File: src/rtl/signmag_to_twos.sv
// signmag_to_twos: rebuilds a two's-complement value from sign + magnitude.
// Negative inputs are negated nibble-serially (invert, then ripple a +1
// through one NIB-bit slice per cycle), so a single small incrementer is used.
// One transaction in flight, valid/ready on both sides.
module signmag_to_twos #(
  parameter int WIDTH = 16,
  parameter int NIB   = 4
) (
  input  logic             clk,
  input  logic             rst_n,
  input  logic             in_valid,
  output logic             in_ready,
  input  logic             sign,
  input  logic [WIDTH-1:0] mag,
  output logic             out_valid,
  input  logic             out_ready,
  output logic [WIDTH-1:0] value,
  output logic             ovf
);

  localparam int NSTEPS = WIDTH / NIB;
  localparam int SW     = (NSTEPS > 1) ? $clog2(NSTEPS) : 1;

  typedef enum logic [1:0] {IDLE, NEG, DONE} state_t;

  state_t           state;
  state_t           state_nxt;
  logic [WIDTH-1:0] value_r;
  logic             ovf_r;
  logic             carry;
  logic [SW-1:0]    step;
  logic             accept;
  logic             last_step;
  logic [NIB:0]     nib_sum;

  // NIB-bit increment slice; MSB of the result is the carry-out.
  function automatic logic [NIB:0] nib_inc(input logic [NIB-1:0] n, input logic c);
    return {1'b0, n} + {{NIB{1'b0}}, c};
  endfunction

  // Signed range check: a positive magnitude must fit below 2^(WIDTH-1),
  // a negative one may reach exactly 2^(WIDTH-1).
  function automatic logic ovf_calc(input logic s, input logic [WIDTH-1:0] m);
    logic [WIDTH-1:0] lim;
    lim = {1'b1, {(WIDTH-1){1'b0}}};
    return s ? (m > lim) : m[WIDTH-1];
  endfunction

  assign in_ready  = (state == IDLE);
  assign out_valid = (state == DONE);
  assign value     = value_r;
  assign ovf       = ovf_r;
  assign accept    = in_valid && in_ready;
  assign last_step = (step == SW'(NSTEPS - 1));
  assign nib_sum   = nib_inc(value_r[step*NIB +: NIB], carry);

  // State register.
  always_ff @(posedge clk or negedge rst_n) begin
    if (!rst_n) state <= IDLE;
    else        state <= state_nxt;
  end

  // Next-state logic: fixed NSTEPS cycles in NEG regardless of data.
  always_comb begin
    state_nxt = state;
    case (state)
      IDLE:    if (in_valid) state_nxt = sign ? NEG : DONE;
      NEG:     if (last_step) state_nxt = DONE;
      DONE:    if (out_ready) state_nxt = IDLE;
      default: state_nxt = IDLE;
    endcase
  end

  // Datapath: capture on accept, then ripple the +1 one nibble per NEG cycle.
  // Outside NEG the registers hold, keeping value/ovf stable under backpressure.
  always_ff @(posedge clk or negedge rst_n) begin
    if (!rst_n) begin
      value_r <= '0;
      ovf_r   <= 1'b0;
      carry   <= 1'b0;
      step    <= '0;
    end else if (accept) begin
      value_r <= sign ? ~mag : mag;
      ovf_r   <= ovf_calc(sign, mag);
      carry   <= sign;
      step    <= '0;
    end else if (state == NEG) begin
      value_r[step*NIB +: NIB] <= nib_sum[NIB-1:0];
      carry                    <= nib_sum[NIB];
      step                     <= step + 1'b1;
    end
  end

endmodule

File: config.mk
export PLATFORM = sky130hd
export DESIGN_NAME = signmag_to_twos
export DESIGN_NICKNAME = d
export VERILOG_FILES = /design/src/rtl/signmag_to_twos.sv
export SDC_FILE = /design/constraint.sdc
export NUM_CORES = 1
export LEC_CHECK = 0
export ABC_AREA = 1
export CAP_MARGIN = 25
export CORE_MARGIN = 2
export CORE_UTILIZATION = 50
export DETAILED_ROUTE_END_ITERATION = 10
export PLACE_DENSITY = 0.88
export SYNTH_ARGS = -nofsm -noshare
export SYNTH_HDL_FRONTEND = slang
export SYNTH_SLANG_ARGS = --single-unit
File: constraint.sdc
create_clock -name clk -period 2.4 [get_ports clk]
set_clock_uncertainty 0.15 [all_clocks]
set_input_delay 0.48 -clock clk [delete_from_list [all_inputs] [get_ports clk]]
set_output_delay 0.48 -clock clk [all_outputs]
set_load 0.01 [all_outputs]
Word level (Yosys, flattened, before mapping)

Cells that the tools add are included.

Flip-flop bits (word level): 22
Output and inout bits: 19
Word-level logic and storage cells: 37

Multiplexer cells: 14
Order comparisons: 1
Add/sub/neg operators: 3
Equal/unequal tests: 6
Bitwise logic cells: 1
Shift-type cells: 3
Reductions and logical operators: 4

Operators with widths:

| operator                | number |
|---|---|
| $mux 16                 | 3 |
| $neg 4->34              | 1 |
| $shift 4x34->16 const A | 1 |
| $shiftx 4x34->16        | 1 |
| $bwmux 16               | 1 |
| $gt 16x16->1 const B    | 1 |
| $not 16->16             | 1 |
| $shiftx 16x5->4         | 1 |
| $mux 2                  | 6 |
| $pmux 2 s3              | 1 |
| $add 4x1->5             | 1 |
| $eq 2x2->1 const B      | 2 |
| $ne 2x2->1 const B      | 2 |
| $mux 1                  | 3 |
| $reduce_and 3->1        | 1 |
| $add 2x1->2 const B     | 1 |
| $eq 2x1->1 const B      | 1 |
| $logic_not 2->1         | 1 |
| $ne 2x1->1 const B      | 1 |
| $reduce_bool 2->1       | 1 |
| $logic_and 1x1->1       | 1 |

Logic depth before layout (Yosys ltp)

Depth in word-level cells: 6
Depth in mapped cells: 13
Mapped depth without buffers: 12

Worst setup path after synthesis

OpenSTA, ideal clock, no wires.

Kind: register -> register
Start point: register step[0]
End point: register value_r[5], in the netlist value[5]
Data arrival time: 1.738 ns
Required time: 2.126 ns
Path buffers: 1
Slack: 0.388 ns
Cell stages (with the launch flop): 11
Clock period less this slack: 2.012 ns
Path through: dfrtp_1 inv_2 buf_6 o21ai_0 o21ai_0 ha_1 ha_1 nand2_1 nor2_1 a22oi_1 o21ai_1

Longest elaborated chain between the ends: 6
Elaborated cells between the ends (all ways): 8
Those cells by class: 2 x add/sub; 3 x shift; 3 x mux

RTL lines:

| what                          | RTL line | source |
|---|---|---|
| start, declared               | 31       | `logic [SW-1:0] step;` |
| start signal, assigned        | 90       | `step <= step + 1'b1;` |
| $shiftx 16x5->4               | 55       | `assign nib_sum = nib_inc(value_r[step*NIB +: NIB], carry);` |
| $add 4x1->5                   | 38       | `return {1'b0, n} + {{NIB{1'b0}}, c};` |
| $shiftx 4x34->16              | 88       | `value_r[step*NIB +: NIB] <= nib_sum[NIB-1:0];` |
| $bwmux 16 *                   | 88       |  |
| $mux 16 *                     | 87       | `end else if (state == NEG) begin` |
| $mux 16 *                     | 82       | `end else if (accept) begin` |
| end signal, assigned          | 83       | `value_r <= sign ? ~mag : mag;` |
| end signal, assigned by index | 88       |  |
| end, declared                 | 28       | `logic [WIDTH-1:0] value_r;` |

Every way passes the cells marked *; elsewhere a longest branch is shown, timed or not. The select of a mux whose other input is x is not followed.
A chain may end at the register's enable or synchronous reset.

Worst setup path after layout

Start point: register step[0]
End point: register value_r[3], in the netlist value[3]

The elaborated chain is that of the path after synthesis.

==> results.py <==
metrics = {
    "routing": {
        "wl_um": 4540,
        "dr.pass1.iters": 7,
        "via_per_inst": 5.61,
        "detail-route-antenna-nets": 0,
        "wl_per_cell_um": 14.5,
        "first_iter_violations": 148,
        "drc": 0,
        "dr_total_vias": 1761,
    },
    "timing": {
        "hold_viol": 0,
        "whs_ns": 0.320,
        "fin_crit_ns": 2.13,
        "slew-limit-headroom_pct": 73.3,
        "setup_viol": 0,
        "finalSetupTns_ns": 0,
        "fmax_mhz": 469,
        "rsz0062_at_grt": "no",
        "drv_slew": 0,
        "timing.final.crit_share_pct": 88.8,
        "worstMarginPinSlew_ns": 0.398,
    },
    "logic_synthesis": {
        "ys.flop_type": "dfrtp_1",
        "yosysWarnings": 0,
        "synth.distinct_cells": 38,
        "netlist.area_leader.share_pct": 33.1,
        "yosys.area.top_type": "dfrtp_1",
        "synthArstFlopShare_pct": 100,
        "ys_ff_latch": 22,
        "syn_avg_cell_area_um2": 7.27,
        "syn_area_um2": 1660,
        "synthCells": 229,
        "syn-num-nets": 257,
        "synth_edf_count": 0,
        "synth_top_cells_by_area": "dfrtp_1 33%, nand2_1 12%, nor2_1 7.2%, ha_1 5.3%, inv_1 4.1%",
        "yosysSeqAreaShare_pct": 33.1,
    },
    "floorplanning": {
        "die_area_um2": 3810,
        "start_util_pct": 53.6,
        "rows": 20,
        "core_area_um2": 3100,
        "dieWidth_um": 61.7,
        "pin_count": 40,
        "fp.dieH_um": 61.7,
    },
    "clock_network": {
        "cts.repair.resized": 0,
        "cts-root-buf": "clkbuf_4",
        "ctsHoldBuffers": 0,
        "cts_setup_buffers": 0,
        "clk_latency_ns": 0.33,
        "path_clk_slew_ns": 0.14,
        "cts_tree": "yes",
        "cts.htree.levels": 1,
        "cts_sinks": 22,
        "cts_buffer_depth": 2,
        "cts_made_buffers": 3,
    },
    "grt": {
        "grt_overflow": 0,
        "antenna_found_initial": 0,
        "grt_start_max_net_pins": 32,
        "grt_pass1_vias": 1615,
        "grt_util_all_layers_pct": 26.6,
        "grt_pass1_wl_um": 7410,
    },
    "setup_path": {
        "required_ns": 2.50,
        "end_kind": "register",
        "critPathKind": "reg2reg",
        "cp-start-kind": "register",
        "worst-path-max-fanout": 11,
        "crit_arrival_ns": 2.23,
    },
    "cells_and_area": {
        "syn_to_final_growth_pct": 28.0,
        "final_common_cell": "nand2_1",
        "drive_gt1_share_pct": 11.9,
        "finalNonFillerCells": 314,
        "diodes": 0,
        "fin_nets": 299,
        "final_cell_mix": "51 x nand2_1, 39 x clkdlybuf4s50_1, 32 x nor2_1, 22 x dfrtp_1, 18 x inv_1",
    },
    "pwr": {
        "leakagePower_nw": 0.944,
        "fin_total_pwr_mw": 2.67,
        "ir_worst_vdd_mv": 0.680,
        "power_density_nw_per_um2": 1260,
    },
    "place": {
        "portBuffers": 39,
        "numPlacedInstances": 310,
        "place_congestion": 0.930,
        "dp_hpwl_um": 3530,
    },
    "run": {
        "drv_cap": 0,
    },
    "min_path": {
        "hp-class": "in2async",
    },
    "outcome": {
        "status": "complete, no violations",
    },
}
==> stage by stage <==
stage               worst slack, ns  cell area (um2)  utilization, %
global route                 0.0533             2130            68.6
finish                        0.268             2130            68.6
detailed placement            0.300             2090            67.5
CTS                           0.279             2130            68.6
global placement              0.257             2090            67.5
floorplan                     0.388             1660               -
==> state kept, by name, indices dropped and copies added, names as in the netlist <==
| register | cells |
|---|---|
| ovf | 1 |
| step | 2 |
| value | 16 |
| state | 2 |
| carry | 1 |
==> worst max-delay path, stage by stage, from the launching register on <==
cell,delay [ns]
dfrtp_1,0.42
inv_2,0.16
buf_4,0.18
ha_1,0.19
clkinv_1,0.23
nor4_2,0.47
nand2_1,0.12
a31oi_1,0.15
==> power by group <==
group          switching [mW]  internal, mW  total (mW)  leakage [nW]
clock network           0.127        0.0931       0.220        0.0210
logic                   0.991         0.742        1.73         0.651
registers               0.169         0.552       0.721         0.272
==> logic make-up after synthesis <==
family	count (synthesis)	synth area share (%)
XOR/XNOR	1	0.526
AND/OR/NAND/NOR	115	32.3
adder cells (fa/ha/maj)	7	5.26
buffers and inverters	30	9.25
AO/OA/AOI/OAI	54	19.5
flip-flops	22	33.1
==> Yosys cell counts (2+ instances only) <==
library cell,count
o21ai_2,2
nand4_1,4
a21o_1,4
o21ai_1,12
inv_2,3
a31oi_1,5
inv_1,18
nand2_2,5
ha_1,7
o21ai_0,11
nor4_1,4
nand3_1,7
dfrtp_1,22
nand3_2,3
buf_6,3
nor2_1,32
clkbuf_1,2
nand2_1,51
nor3_2,2
a22oi_1,4
a21oi_1,11
==> per-layer routing <==
| layer | vias up | routed length (um) | track usage (%) |
|---|---|---|---|
| met5 | - | 0 | 0 |
| met4 | 0 | 110 | 8.51 |
| met3 | 14 | 375 | 3.31 |
| met2 | 92 | 2140 | 43.5 |
| met1 | 804 | 1910 | 37.0 |
| li1 | 851 | - | - |
==> path summary, 6_finish.rpt <==
kind                         start  endpoint  slack (ns)  depth (start not counted)
max                        step[0]  value[3]        0.27                          7
min                          rst_n       ovf        0.32                          2
max reg2reg                step[0]  value[3]        0.27                          7
min reg2reg                    ovf       ovf        0.36                          2
max in group asynchronous    rst_n   step[0]        1.53                          2
min in group clk               ovf       ovf        0.36                          2
==> layout make-up <==
cell class / instances / area [um2]
clock buffer: 4 / 36.3
fill: 294 / 973
inverter: 23 / 100
multi-input combinational: 177 / 960
sequential: 22 / 551
tap: 44 / 55.1
timing repair buffer: 44 / 428
Power figures use the tool's default switching activity.
